File: src/rtl/bf_pkg.sv
// Shared definitions for the brainfuck core and its memory arbiter:
// arbiter FSM states, unified-address region selects, instruction characters.
package bf_pkg;

  typedef enum logic [1:0] {
    ST_IDLE,
    ST_CORE_WAIT,
    ST_CORE_DONE,
    ST_HOST_WAIT
  } arb_state_t;

  // MSB of the unified RAM address selects the region.
  localparam logic REGION_PROG = 1'b0;
  localparam logic REGION_DATA = 1'b1;

  // Instruction characters as stored in the program region.
  localparam logic [7:0] CH_INC        = 8'h2B;  // '+'
  localparam logic [7:0] CH_DEC        = 8'h2D;  // '-'
  localparam logic [7:0] CH_RIGHT      = 8'h3E;  // '>'
  localparam logic [7:0] CH_LEFT       = 8'h3C;  // '<'
  localparam logic [7:0] CH_OUT        = 8'h2E;  // '.'
  localparam logic [7:0] CH_IN         = 8'h2C;  // ','
  localparam logic [7:0] CH_LOOP_OPEN  = 8'h5B;  // '['
  localparam logic [7:0] CH_LOOP_CLOSE = 8'h5D;  // ']'

  function automatic int max_int(input int a, input int b);
    return (a > b) ? a : b;
  endfunction

endpackage

File: src/rtl/bf_wait_counter.sv
// Saturating counter: counts host arbitration losses, cleared when the host
// is granted; at_max tells the arbiter the host must win the next slot.
module bf_wait_counter #(
  parameter int MAX = 4,
  localparam int CW = (MAX < 1) ? 1 : $clog2(MAX + 1)
) (
  input  logic clk,
  input  logic reset,
  input  logic inc,
  input  logic clr,
  output logic at_max
);

  logic [CW-1:0] r_cnt;

  assign at_max = (r_cnt == CW'(MAX));

  // Count losses up to MAX, clear on grant or reset.
  // NOTE: sequential state uses non-blocking (<=) so every flop samples pre-edge values.
  always_ff @(posedge clk) begin
    if (reset || clr) begin
      r_cnt <= '0;
    end else if (inc && !at_max) begin
      r_cnt <= r_cnt + CW'(1);
    end
  end

endmodule

File: src/rtl/bf_mem_arbiter.sv
// Arbiter sharing one single-port synchronous RAM (1-cycle read latency)
// between the core program port, the core data port and a host port.
// Build option: define BF_MEM_PROTECT_EN to block host writes into the
// program region while the core runs (adds the sticky host_err output).
module bf_mem_arbiter
  import bf_pkg::*;
#(
  parameter int PROG_ADDR_WIDTH = 8,
  parameter int DATA_ADDR_WIDTH = 8,
  parameter int VALUE_WIDTH     = 8,
  parameter int HOST_MAX_WAIT   = 4,
  localparam int MEM_ADDR_WIDTH = max_int(PROG_ADDR_WIDTH, DATA_ADDR_WIDTH) + 1
) (
  input  logic                       clk,
  input  logic                       reset,
  input  logic                       run,
  output logic                       core_en,
  input  logic [PROG_ADDR_WIDTH-1:0] prog_addr,
  input  logic                       prog_ren,
  output logic [VALUE_WIDTH-1:0]     prog_rval,
  input  logic [DATA_ADDR_WIDTH-1:0] data_addr,
  input  logic                       data_ren,
  input  logic                       data_wen,
  input  logic [VALUE_WIDTH-1:0]     data_wval,
  output logic [VALUE_WIDTH-1:0]     data_rval,
  input  logic                       host_req,
  input  logic                       host_we,
  input  logic [MEM_ADDR_WIDTH-1:0]  host_addr,
  input  logic [VALUE_WIDTH-1:0]     host_wdata,
  output logic                       host_gnt,
  output logic                       host_rvalid,
  output logic [VALUE_WIDTH-1:0]     host_rdata,
`ifdef BF_MEM_PROTECT_EN
  output logic                       host_err,
`endif
  output logic                       mem_en,
  output logic                       mem_we,
  output logic [MEM_ADDR_WIDTH-1:0]  mem_addr,
  output logic [VALUE_WIDTH-1:0]     mem_wdata,
  input  logic [VALUE_WIDTH-1:0]     mem_rdata
);

  localparam int BODY_W = MEM_ADDR_WIDTH - 1;

  arb_state_t           r_state;
  logic [VALUE_WIDTH-1:0] r_prog_rval;
  logic [VALUE_WIDTH-1:0] r_data_rval;
  logic [VALUE_WIDTH-1:0] r_host_rdata;
  logic                 r_rd_is_data;

  logic w_idle;
  logic w_at_max;
  logic w_core_rd;
  logic w_core_wr;
  logic w_gnt_host;
  logic w_gnt_rd;
  logic w_gnt_wr;
  logic w_wait_inc;
  logic w_host_blocked;

  // Arbitration only happens in IDLE and never while reset is asserted.
  assign w_idle    = (r_state == ST_IDLE) && !reset;
  // Core strobes only count while the host lets the core run.
  assign w_core_rd = run && (data_ren || prog_ren);
  assign w_core_wr = run && data_wen;

`ifdef BF_MEM_PROTECT_EN
  assign w_host_blocked = host_we && (host_addr[MEM_ADDR_WIDTH-1] == REGION_PROG) && run;
`else
  assign w_host_blocked = 1'b0;
`endif

  // Pick this cycle's RAM owner: forced host, core read, core write, idle host.
  // NOTE: every always_comb output gets a default first so no latch is inferred.
  always_comb begin
    w_gnt_host = 1'b0;
    w_gnt_rd   = 1'b0;
    w_gnt_wr   = 1'b0;
    if (w_idle) begin
      if (host_req && (w_at_max || !run)) begin
        w_gnt_host = 1'b1;
      end else if (w_core_rd) begin
        w_gnt_rd = 1'b1;
      end else if (w_core_wr) begin
        w_gnt_wr = 1'b1;
      end else if (host_req) begin
        w_gnt_host = 1'b1;
      end
    end
  end

  assign w_wait_inc = w_idle && host_req && !w_gnt_host;

  bf_wait_counter #(
    .MAX (HOST_MAX_WAIT)
  ) u_wait_counter (
    .clk    (clk),
    .reset  (reset),
    .inc    (w_wait_inc),
    .clr    (w_gnt_host),
    .at_max (w_at_max)
  );

  // Drive the RAM port from the granted requester; unused address bits stay zero.
  always_comb begin
    mem_en    = 1'b0;
    mem_we    = 1'b0;
    mem_addr  = '0;
    mem_wdata = '0;
    if (w_gnt_host) begin
      mem_en    = 1'b1;
      mem_we    = host_we && !w_host_blocked;
      mem_addr  = host_addr;
      mem_wdata = host_wdata;
    end else if (w_gnt_rd) begin
      mem_en   = 1'b1;
      mem_addr = data_ren ? {REGION_DATA, BODY_W'(data_addr)}
                          : {REGION_PROG, BODY_W'(prog_addr)};
    end else if (w_gnt_wr) begin
      mem_en    = 1'b1;
      mem_we    = 1'b1;
      mem_addr  = {REGION_DATA, BODY_W'(data_addr)};
      mem_wdata = data_wval;
    end
  end

  // Core advances when idle and not stalled by a read or host grant, or when
  // its read data has just been latched.
  assign core_en = !reset && run &&
                   (((r_state == ST_IDLE) && !w_gnt_rd && !w_gnt_host) ||
                    (r_state == ST_CORE_DONE));

  assign host_gnt    = w_gnt_host;
  assign host_rvalid = !reset && (r_state == ST_HOST_WAIT);
  // RAM data arrives in the rvalid cycle; the register keeps it afterwards.
  assign host_rdata  = host_rvalid ? mem_rdata : r_host_rdata;
  assign prog_rval   = r_prog_rval;
  assign data_rval   = r_data_rval;

  // Access sequencer: tracks outstanding reads and captures RAM read data.
  always_ff @(posedge clk) begin
    if (reset) begin
      r_state      <= ST_IDLE;
      r_prog_rval  <= '0;
      r_data_rval  <= '0;
      r_host_rdata <= '0;
      r_rd_is_data <= 1'b0;
    end else begin
      case (r_state)
        ST_IDLE: begin
          if (w_gnt_rd) begin
            r_state      <= ST_CORE_WAIT;
            r_rd_is_data <= data_ren;
          end else if (w_gnt_host && !host_we) begin
            r_state <= ST_HOST_WAIT;
          end
        end
        ST_CORE_WAIT: begin
          if (r_rd_is_data) begin
            r_data_rval <= mem_rdata;
          end else begin
            r_prog_rval <= mem_rdata;
          end
          r_state <= ST_CORE_DONE;
        end
        ST_CORE_DONE: begin
          r_state <= ST_IDLE;
        end
        ST_HOST_WAIT: begin
          r_host_rdata <= mem_rdata;
          r_state      <= ST_IDLE;
        end
        default: begin
          r_state <= ST_IDLE;
        end
      endcase
    end
  end

`ifdef BF_MEM_PROTECT_EN
  // Sticky flag for a blocked host write into the program region.
  always_ff @(posedge clk) begin
    if (reset) begin
      host_err <= 1'b0;
    end else if (w_gnt_host && w_host_blocked) begin
      host_err <= 1'b1;
    end
  end
`endif

endmodule

File: config.mk
export PLATFORM = sky130hd
export DESIGN_NAME = bf_mem_arbiter
export DESIGN_NICKNAME = d
export VERILOG_FILES = /design/src/rtl/bf_pkg.sv /design/src/rtl/bf_wait_counter.sv /design/src/rtl/bf_mem_arbiter.sv
export SDC_FILE = /design/constraint.sdc
export NUM_CORES = 1
export LEC_CHECK = 0
export ABC_CLOCK_PERIOD_IN_PS = 3300
export BUFFER_PORTS_ARGS = -buffer_cell sky130_fd_sc_hd__buf_4
export CAP_MARGIN = 20
export CORE_AREA = 2 2 65 67
export DETAILED_ROUTE_END_ITERATION = 6
export DIE_AREA = 0 0 67 69
export GPL_ROUTABILITY_DRIVEN = 1
export GPL_TIMING_DRIVEN = 0
export PLACE_DENSITY = 0.79
export SYNTH_ARGS = -nofsm -noshare
export SYNTH_HDL_FRONTEND = slang
export SYNTH_SLANG_ARGS = --single-unit
export TNS_END_PERCENT = 30
File: constraint.sdc
create_clock -name clk -period 3.3 [get_ports clk]
set_clock_uncertainty 0.2 [all_clocks]
set_input_delay 0.99 -clock clk [delete_from_list [all_inputs] [get_ports clk]]
set_output_delay 0.99 -clock clk [all_outputs]
set_load 0.1 [all_outputs]
# [Word level (Yosys, flattened, before mapping)]
# Index checks and enable logic that the tools add are counted.
[totals] register_bits=30 in_bits=57 out_inout_bits=46 word_cells=69
[classes] add_sub_neg=1 n_eq_ne=5 muxes=28 bitwise_logic=1 n_reduce_logical=28
[op_table] operator="$mux W9" n=4
[op_table] operator="$mux W8" n=4
[op_table] operator="$mux W1" n=17
[op_table] operator="$logic_and A1 B1 Y1" n=13
[op_table] operator="$logic_not A1 Y1" n=6
[op_table] operator="$pmux W2 S3" n=1
[op_table] operator="$reduce_and A2 Y1" n=3
[op_table] operator="$eq A2 B2 Y1 const B" n=2
[op_table] operator="$logic_or A1 B1 Y1" n=4
[op_table] operator="$mux W2" n=2
[op_table] operator="$add A3 B1 Y3 const B" n=1
[op_table] operator="$eq A3 B3 Y1 const B" n=1
[op_table] operator="$ne A3 B2 Y1 const B" n=1
[op_table] operator="$eq A2 B1 Y1 const B" n=1
[op_table] operator="$logic_not A2 Y1" n=1
[op_table] operator="$reduce_or A2 Y1" n=1
[op_table] operator="$not A1 Y1" n=1

# [Logic depth before layout (Yosys ltp)]
# Gate-level depths: netlist (run 1).
[depth] depth_word=10 mapped_depth=7 mapped_depth_nobuf=6

# [Cells and area by module]
# From an unflattened synthesis (run 1), not the netlist that was laid out.
[hier_totals] cells_unflattened=193 hier_area_um2=1599.0
[by_module_without_submodules] mod="bf_mem_arbiter" instances=1 cells_each=175 area_per_inst_um2=1411.4 seq_area_each_um2=540.5
[by_module_without_submodules] mod="bf_wait_counter" instances=1 cells_each=18 area_per_inst_um2=187.7 seq_area_each_um2=60.1

# [Worst setup path after synthesis (run 1)]
# No wires, ideal clock.
[synth_timing] path_type="input -> output" startpoint="input port run" endpoint="output port mem_addr[0]" arrival_time_ns=3.855 required_ns=2.110 slack_ns=-1.745 stages=4 n_path_buf=0 cell_sequence="a21boi_0 -> a21oi_4 -> nand2b_4 -> o21ai_0"
[synth_between] elab_chain_len=8 word_cells_on_any_way=19 classes_between="mux: 14; reduce/logical: 5"
[synth_lines] item="start: declaration" line_no="bf_mem_arbiter.sv:16" rtl="input logic run,"
[synth_lines] item="$logic_and A1 B1 Y1 or $logic_not A1 Y1 (tied branches)" line_no="bf_mem_arbiter.sv:65, bf_mem_arbiter.sv:80"
[synth_lines] item="$mux W1 or $logic_or A1 B1 Y1 (tied branches)" line_no="bf_mem_arbiter.sv:84, bf_mem_arbiter.sv:80"
[synth_lines] item="$mux W1 or $logic_and A1 B1 Y1 (tied branches)" line_no="bf_mem_arbiter.sv:82, bf_mem_arbiter.sv:80"
[synth_lines] item="$mux W1" line_no="bf_mem_arbiter.sv:80" rtl="if (host_req && (w_at_max || !run)) begin"
[synth_lines] item="$mux W1" line_no="bf_mem_arbiter.sv:79" rtl="if (w_idle) begin"
[synth_lines] item="$mux W9" line_no="bf_mem_arbiter.sv:119" rtl="end else if (w_gnt_wr) begin"
[synth_lines] item="$mux W9" line_no="bf_mem_arbiter.sv:115" rtl="end else if (w_gnt_rd) begin"
[synth_lines] item="$mux W9 *" line_no="bf_mem_arbiter.sv:110" rtl="if (w_gnt_host) begin"
[synth_lines] item="end: declaration" line_no="bf_mem_arbiter.sv:38" rtl="output logic [MEM_ADDR_WIDTH-1:0] mem_addr,"
# Every way passes the cells marked *; elsewhere a longest branch is shown, timed or not.

# [Worst setup path in the final report (run 1)]
[layout_timing] startpoint="input port reset" endpoint="output port mem_addr[5]"
[layout_between] elab_chain_len=6 word_cells_on_any_way=8 classes_between="mux: 6; reduce/logical: 2"
[layout_lines] item="start: declaration" line_no="bf_mem_arbiter.sv:15" rtl="input logic reset,"
[layout_lines] item="$logic_not A1 Y1 *" line_no="bf_mem_arbiter.sv:62" rtl="assign w_idle = (r_state == ST_IDLE) && !reset;"
[layout_lines] item="$logic_and A1 B1 Y1 *" line_no="bf_mem_arbiter.sv:62"
[layout_lines] item="$mux W1" line_no="bf_mem_arbiter.sv:79"
[layout_lines] item="$mux W9" line_no="bf_mem_arbiter.sv:119"
[layout_lines] item="$mux W9" line_no="bf_mem_arbiter.sv:115"
[layout_lines] item="$mux W9 *" line_no="bf_mem_arbiter.sv:110"
# Marked as above.

==> impl_metrics.tcl, run 1 <==
set metrics [dict create \
    setup-violations-final 21 \
    cp.required_ns 2.11 \
    drcViolationCount 0 \
    syn_inst 196 \
    ir_worst_vdd_uv 193 \
    synthesis.area_um2 1600 \
    dp.cells 348 \
    ys_top_cells_by_area "dfxtp_1 37%, mux2i_1 11%, nand2_1 9.8%" \
    routedWlPerCell_um 19.0 \
    diodes 0 \
    finalPower_w 0.00114 \
    ys_types 36 \
    critical-path-top-delay-family "buffers and inverters" \
    die_area_um2 4620 \
    overflow 0 \
    start_util_pct 41.0 \
    placed_cell_area_um2 2680 \
    num_vias 1954 \
    placement.io_buffers 102 \
    pin_count 103 \
    final_antenna_net_count 0 \
    rsz0062_at_grt "true" \
    leakagePower_nw 1.51 \
    ys_seq_area_share_pct 37.4 \
    drv_cap 0 \
    slowest_stage "or4b_4" \
    final_nets 373 \
    multi_input_area_um2 1200 \
    wirelength_mm 6.92 \
    cp_max_fo 10 \
    synth_fp_nets 255 \
    synth.largest_area_cell "dfxtp_1" \
    dieHeight_um 69 \
    cts_tree "done" \
    rows 23 \
    antenna_found_initial 0 \
    final_area_um2 3210 \
    power_density_nw_per_um2 356 \
    final_common_cell "buf_4" \
    violations "setup timing" \
    nFillCells 238 \
    worst_setup_path_end_kind "output pin" \
    worst_skew_pair.late_latency_ns 0.28 \
    ys_ff_latch 30 \
    yosysWarningCount 0 \
    fin_crit_ns 3.63 \
    period_share_pct 110 \
    max_freq_mhz 276 \
    seq_area_um2 601 \
    grt_usage_pct 27.4 \
    critPathArrivalTime_ns 2.44 \
    finalHoldViolations 0 \
    grt_pass1_vias 2019 \
    core_area_um2 3910 \
    hold_class "reg2reg" \
    crit_top_cell "buf_12" \
    post_drt_via_cell_ratio 5.37 \
    grt_max_degree 11 \
    yosysTopAreaCellShare_pct 37.4 \
    final_util_pct 82.1 \
    status "finished, violations left" \
    slew_headroom_pct 57.5 \
    cp_num_buf_inv 4 \
    worst_pin_slew_ns 0.635 \
    crit_chain "buf_8 > or4b_4 > a21oi_4 > buf_6 > buf_12 > nand2_2 > o21ai_4 > buf_12" \
    fin_ws_ns -0.329 \
    max_stage_delay_ns 0.49 \
    hpwl_mm 3.89 \
    critPathLaunchType "primary input" \
    drtIter0Drc 124 \
    instances_no_fill 364 \
    grt_pass1_wl_mm 9.62 \
    ctsRootBufferMaster "clkbuf_8" \
    critPathKind "in2out" \
    htreeDepth 2 \
    clk_pin_slew_worst_paths_ns 0.06 \
    tns_ns -5.50 \
    layout_common_cells "77 x buf_4, 30 x dfxtp_1, 25 x nand2_1" \
    numCtsBuffers 5 \
    area_growth_pct 100 \
    first_pass_iters 4 \
    clock-sinks 30 \
    gp_congestion 0.753 \
    clock_path_buffers 2 \
    syn_avg_cell_area_um2 8.18 \
    drive_gt1_share_pct 55.1 \
    timing.final.max_slew_violations 0 \
    die_w_um 67 \
]
==> flip-flops by register name, indices dropped and copies added (netlist names) <==
name / flops
data_rval: 8
prog_rval: 8
r_host_rdata: 8
r_rd_is_data: 1
r_state: 2
u_wait_counter.r_cnt: 3
==> synthesized netlist by cell type <==
| cell type | instances |
|---|---|
| nor2_1 | 17 |
| a21boi_0 | 1 |
| o21ai_1 | 1 |
| or3_1 | 1 |
| dfxtp_1 | 30 |
| o21ai_0 | 8 |
| nor4b_2 | 1 |
| a22oi_1 | 8 |
| a21oi_1 | 10 |
| ha_1 | 2 |
| clkbuf_1 | 4 |
| nand3_1 | 9 |
| nand2_1 | 42 |
| buf_1 | 1 |
| nand4_1 | 2 |
| xor2_1 | 1 |
| and2_1 | 2 |
| or4b_4 | 1 |
| or2_2 | 2 |
| inv_1 | 5 |
| nand2b_4 | 1 |
| and4b_1 | 2 |
| nand3b_1 | 1 |
| nor3b_2 | 1 |
| clkinv_1 | 1 |
| nor3b_1 | 1 |
| buf_6 | 2 |
| a21o_1 | 2 |
| nor3_1 | 3 |
| xnor2_1 | 1 |
| or3b_2 | 1 |
| mux2i_1 | 17 |
| buf_2 | 4 |
| a21oi_4 | 1 |
| a22o_1 | 9 |
| a221o_1 | 1 |
==> what timing repair did <==
item                                    CTS  global route
gates resized for setup                  68            23
cloned                                    0             1
pin swaps                                 9             5
endpoints found under the setup margin   28            29
hold buffers                              0             0
buffers inserted                          4             4
==> worst register-to-register path, stage by stage, from the launching register on <==
cell and delay (ns):
dfxtp_1 0.38, clkbuf_1 0.29, nor3b_1 0.30, buf_2 0.31, mux2i_1 0.22, nor2_1 0.06
==> power by group <==
| part | total, W | internal, W | switching (W) |
|---|---|---|---|
| sequential | 0.000385 | 0.000374 | 0.0000107 |
| combinational | 0.000483 | 0.000180 | 0.000303 |
| clock | 0.000276 | 0.000141 | 0.000135 |
| total | 0.00114 | 0.000696 | 0.000449 |
==> layer usage <==
layer	vias to the layer above	wire length, um	global-route usage, %
met3	21	668	10.6
met5	-	0	0
li1	922	-	-
met2	96	3500	45.8
met4	0	244	12.5
met1	915	2510	29.8
==> worst paths after layout <==
check / start / endpoint / slack (ns) / cells past startpoint
min: r_host_rdata[0] / r_host_rdata[0] / 0.26 / 2
max: reset / mem_addr[5] / -0.33 / 8
max reg2reg: r_state[1] / prog_rval[0] / 1.41 / 5
min reg2reg: r_host_rdata[0] / r_host_rdata[0] / 0.26 / 2
==> metrics by stage <==
stage,setup slack [ns],hold slack (ns)
final,-0.329,0.255
after global routing,-0.354,0.290
after CTS,-0.288,0.257
after detailed placement,-0.462,0.248
after global placement,-0.464,0.243
after floorplan,-0.176,0.237
==> layout make-up <==
type / count / area share [%]
Clock buffer: 5 / 2.14
Timing Repair Buffer: 111 / 36.2
Tap cell: 50 / 1.95
Sequential cell: 30 / 18.7
Clock inverter: 2 / 0.312
Inverter: 6 / 0.740
Multi-Input combinational cell: 149 / 37.2
Buffer: 11 / 2.76
==> cells by family after synthesis <==
kind of cell | count (synthesis) | share of synthesized area, %
and+or+nand+nor | 87 | 26.4
AOI/OAI and AO/OA | 41 | 17.6
muxes | 17 | 10.6
buffers and inverters | 17 | 5.23
DFF | 30 | 37.4
xor gates and xnor gates | 2 | 1.09
adders and majority gates | 2 | 1.56
Note: power is estimated with default switching activity, not from simulation.
==> run 2: changes to the inputs <==
- CORE_AREA: 2 2 65 67 -> 2 2 56 79
- DIE_AREA: 0 0 67 69 -> 0 0 58 81
- PLACE_DENSITY: 0.79 -> 0.78
==> run 2 against run 1 <==
Net effect:
- the run still ends with setup timing left
- via count is 4.1% lower
- total power is 0.13% higher
- combinational power is 6.0% lower
- non-clock buffer count is 8 lower
- critical path depth is 2 lower
- sequential power hardly changed
- sequential cell count stayed put
- wire length is 19% lower
- setup slack hardly changed
- largest cell class is now multi-input combinational cells
- largest power group unchanged
==> impl_metrics.tcl, run 2 (synthesis results as in run 1) <==
set metrics [dict create \
    fin_crit_ns 3.63 \
    critPathKind "in2out" \
    status "finished, violations left" \
    timing.final.max_slew_violations 0 \
    multi_input_area_um2 1160 \
    critPathArrivalTime_ns 2.44 \
    power_density_nw_per_um2 374 \
    drive_gt1_share_pct 52.8 \
    core_area_um2 4060 \
    wirelength_mm 5.61 \
    num_vias 1873 \
    clock-sinks 30 \
    r2r_cells 5 \
    rsz0062_at_grt "true" \
    dieHeight_um 81 \
    finalHoldViolations 0 \
    die_area_um2 4700 \
    pin_count 103 \
    placement.io_buffers 102 \
    drv_cap 0 \
    antenna_found_initial 0 \
    drtIter0Drc 65 \
    hpwl_mm 3.99 \
    violations "setup timing" \
    final_antenna_net_count 0 \
    slew_headroom_pct 59.6 \
    cp.required_ns 2.11 \
    htreeDepth 2 \
    ctsRootBufferMaster "clkbuf_8" \
    final_area_um2 3070 \
    period_share_pct 110 \
    first_pass_iters 4 \
    worst_pin_slew_ns 0.603 \
    clk_pin_slew_worst_paths_ns 0.06 \
    die_w_um 58 \
    nFillCells 298 \
    routedWlPerCell_um 15.9 \
    grt_usage_pct 24.4 \
    rows 28 \
    area_growth_pct 91.2 \
    tns_ns -5.46 \
    seq_area_um2 601 \
    grt_max_degree 11 \
    hold_buffers 0 \
    critPathLaunchType "primary input" \
    clock_path_buffers 2 \
    grt_pass1_vias 1880 \
    placed_cell_area_um2 2670 \
    worst_setup_path_end_kind "output pin" \
    fin_ws_ns -0.329 \
    ir_worst_vdd_uv 401 \
    grt_pass1_wl_mm 8.71 \
    diodes 0 \
    leakagePower_nw 1.44 \
    hold_class "reg2reg" \
    final_common_cell "buf_4" \
    layout_common_cells "74 x buf_4, 30 x dfxtp_1, 28 x nand2_1" \
    final_nets 365 \
    start_util_pct 39.5 \
    max_stage_delay_ns 0.49 \
    hold_path_depth 2 \
    cp_max_fo 8 \
    setup-violations-final 21 \
    drcViolationCount 0 \
    slowest_stage "or4b_4" \
    cts_tree "done" \
    crit_chain "buf_8 > or4b_4 > a21oi_4 > nand2b_4 > o21ai_4 > buf_12" \
    max_freq_mhz 276 \
    numCtsBuffers 5 \
    post_drt_via_cell_ratio 5.32 \
    worst_skew_pair.late_latency_ns 0.28 \
    gp_congestion 0.840 \
    overflow 0 \
]
==> run 2: cell types whose count changed in the layout (fill, tap and decap cells not counted), sizes merged <==
| cell | change |
|---|---|
| clkinv | -1 |
| buf | -7 |
| clkinvlp | +1 |
==> run 2: metrics by stage <==
step	std cells	hold WS, ns	util [%]	power, W	setup slack (ns)
floorplan	196	0.237	-	0.000676	-0.176
global placement	343	0.243	65.7	0.000792	-0.450
detailed placement	343	0.248	65.7	0.000794	-0.464
CTS	352	0.257	74.1	0.00115	-0.352
global route	352	0.272	75.5	0.00118	-0.382
finish	352	0.254	75.5	0.00115	-0.329
==> run 2: worst max-delay path, delay by kind of cell <==
family	cells	cell delay (ns)
AO/OA/AOI/OAI	2	0.33
AND/OR/NAND/NOR	2	0.83
buffers and inverters	2	0.27
==> run 2: layout make-up <==
class	count	share of cell area [%]
Clock inverter	2	0.408
Buffer	10	1.71
Inverter	6	0.775
Sequential cell	30	19.6
Clock buffer	6	2.69
Timing Repair Buffer	104	35.2
Multi-Input combinational cell	149	37.8
Tap cell	45	1.84
==> run 2: per-layer routing <==
metal	global-route usage [%]	wire [um]
met1	26.4	1990
met2	43.1	2830
met3	9.71	681
met4	7.44	104
met5	0	0
==> run 2: what timing repair did <==
action,4_1_cts,5_1_grt
pin swaps,10,2
gates cloned,0,0
gates resized for setup,58,17
endpoints found under the setup margin,29,29
buffers inserted,1,1
==> run 2: power by group <==
group / switching, W / total, W / internal, W
registers: 0.00000859 / 0.000383 / 0.000374
clock network: 0.000141 / 0.000309 / 0.000167
logic: 0.000290 / 0.000454 / 0.000165
==> run 2: worst paths after layout <==
kind	slack (ns)	start	end
setup / recovery	-0.33	reset	mem_addr[7]
hold / removal	0.25	r_host_rdata[5]	r_host_rdata[5]
setup reg to reg	1.44	r_state[0]	r_state[1]
hold reg to reg	0.25	r_host_rdata[5]	r_host_rdata[5]
==> run 3: changes to the inputs <==
- ABC_CLOCK_PERIOD_IN_PS: 3300 -> 3950
- clock period: 3.3 -> 3.95 ns (I/O delays scaled with it)
==> run 3 against run 2 <==
Net effect:
- the flow still finishes with violations (setup timing)
- utilization decreased by 3.8 points
- sequential share of layout area increased by 1.0 points
- die area unchanged
- first-iteration DRC count increased by 130%
- global-route usage decreased by 0.81 points
- clock power decreased by 19%
- highest routed layer unchanged
- register-to-register slack improved by 0.68 ns
- sequential power decreased by 16%
==> impl_metrics.tcl, run 3 (synthesis results as in run 1) <==
set metrics [dict create \
    placement.io_buffers 102 \
    htreeDepth 2 \
    diodes 0 \
    routedWlPerCell_um 14.8 \
    power_density_nw_per_um2 321 \
    clk_pin_slew_worst_paths_ns 0.06 \
    crit_chain "buf_8 > or4b_4 > a21oi_4 > nand2b_4 > o21ai_4 > buf_12" \
    placed_cell_area_um2 2520 \
    max_stage_delay_ns 0.49 \
    area_growth_pct 81.7 \
    die_w_um 58 \
    numCtsBuffers 5 \
    rsz0062_at_grt "true" \
    drive_gt1_share_pct 46.1 \
    grt_pass1_wl_mm 8.52 \
    layout_common_cells "83 x buf_4, 42 x nand2_1, 30 x dfxtp_1" \
    gp_congestion 0.865 \
    critPathArrivalTime_ns 2.61 \
    slew_headroom_pct 64.0 \
    clock-sinks 30 \
    cp_num_buf_inv 2 \
    grt_usage_pct 23.6 \
    leakagePower_nw 1.37 \
    final_antenna_net_count 0 \
    critPathKind "in2out" \
    critPathLaunchType "primary input" \
    drv_cap 0 \
    wirelength_mm 5.23 \
    cts_tree "done" \
    final_nets 366 \
    worst_pin_slew_ns 0.538 \
    clock_path_buffers 2 \
    hpwl_mm 3.87 \
    grt_pass1_vias 1880 \
    cp_max_fo 8 \
    hold_class "reg2reg" \
    first_pass_iters 4 \
    grt_max_degree 11 \
    start_util_pct 39.5 \
    core_area_um2 4060 \
    dieHeight_um 81 \
    cp.required_ns 2.56 \
    ir_worst_vdd_uv 332 \
    final_common_cell "buf_4" \
    post_drt_via_cell_ratio 5.23 \
    overflow 0 \
    drtIter0Drc 149 \
    setup-violations-final 11 \
    slowest_stage "or4b_4" \
    antenna_found_initial 0 \
    num_vias 1845 \
    worst_skew_pair.late_latency_ns 0.27 \
    dp.cells 343 \
    rows 28 \
    drcViolationCount 0 \
    max_freq_mhz 250 \
    critical-path-top-delay-family "simple AND/OR/NAND/NOR gates" \
    status "finished, violations left" \
    fin_ws_ns -0.0500 \
    finalHoldViolations 0 \
    instances_no_fill 353 \
    violations "setup timing" \
    period_share_pct 101 \
    worst_setup_path_end_kind "output pin" \
    tns_ns -0.404 \
    hold_buffers 0 \
    timing.final.max_slew_violations 0 \
    final_util_pct 71.7 \
    pin_count 103 \
    ctsRootBufferMaster "clkbuf_8" \
    die_area_um2 4700 \
    fin_crit_ns 4.00 \
    final_area_um2 2910 \
]
==> run 3: cell types whose count changed in the layout (fill, tap and decap cells not counted), moves of 6 or more <==
cell     change
buf_4        +9
buf_6        -6
nand2_1     +14
nand2_2      -8
nand2_4      -6
==> run 3: worst register-to-register path, cell delays in order, from the launching register on <==
cell and delay (ns):
dfxtp_1 0.37, or4b_4 0.58, a21oi_4 0.23, buf_4 0.15, a21oi_1 0.07, nor3b_2 0.16
==> run 3: path summary, 6_finish.rpt <==
path                      to       startpoint  cells past startpoint  slack [ns]
max              mem_addr[3]            reset                      6       -0.05
max reg2reg       r_state[1]       r_state[0]                      5        2.12
min reg2reg  r_host_rdata[6]  r_host_rdata[6]                      2        0.26
min          r_host_rdata[6]  r_host_rdata[6]                      2        0.26
==> run 3: metal layers <==
layer	vias up	GRT usage [%]	share of wire, %
met1	819	26.1	38
met4	0	6.51	0.88
met5	-	0	0
met3	6	9.55	12
met2	116	41.1	49
li1	904	-	-
==> run 3: through the flow <==
stage                     hold WS, ns  power (W)  setup WS (ns)
after floorplan                 0.237   0.000554         -0.232
after global placement          0.245   0.000649         -0.172
after detailed placement        0.248   0.000650         -0.173
after CTS                       0.257   0.000930        -0.0507
after global routing            0.277   0.000969        -0.0886
final                           0.256   0.000936        -0.0500
==> run 3: report_power, final <==
part | internal (W) | switching [W] | leakage (nW)
logic | 0.000130 | 0.000235 | 1.08
registers | 0.000313 | 0.00000762 | 0.243
clock network | 0.000140 | 0.000111 | 0.0482
total | 0.000583 | 0.000353 | 1.37
==> run 3: repair_timing <==
item                                    CTS  global route
gates resized for setup                  45            22
pin swaps                                 9             5
endpoints found under the setup margin   18            20
cloned                                    0             0
buffers inserted                          2             0
==> run 3: area by class of cell <==
type	count	area, um2
fillers	304	1150
clock inverters	1	5.00
clock buffers	7	86.3
inverters	6	23.8
repair buffers	104	1020
plain buffers	11	63.8
multi-input cells	149	1060
well taps	45	56.3
flip-flops and latches	30	601
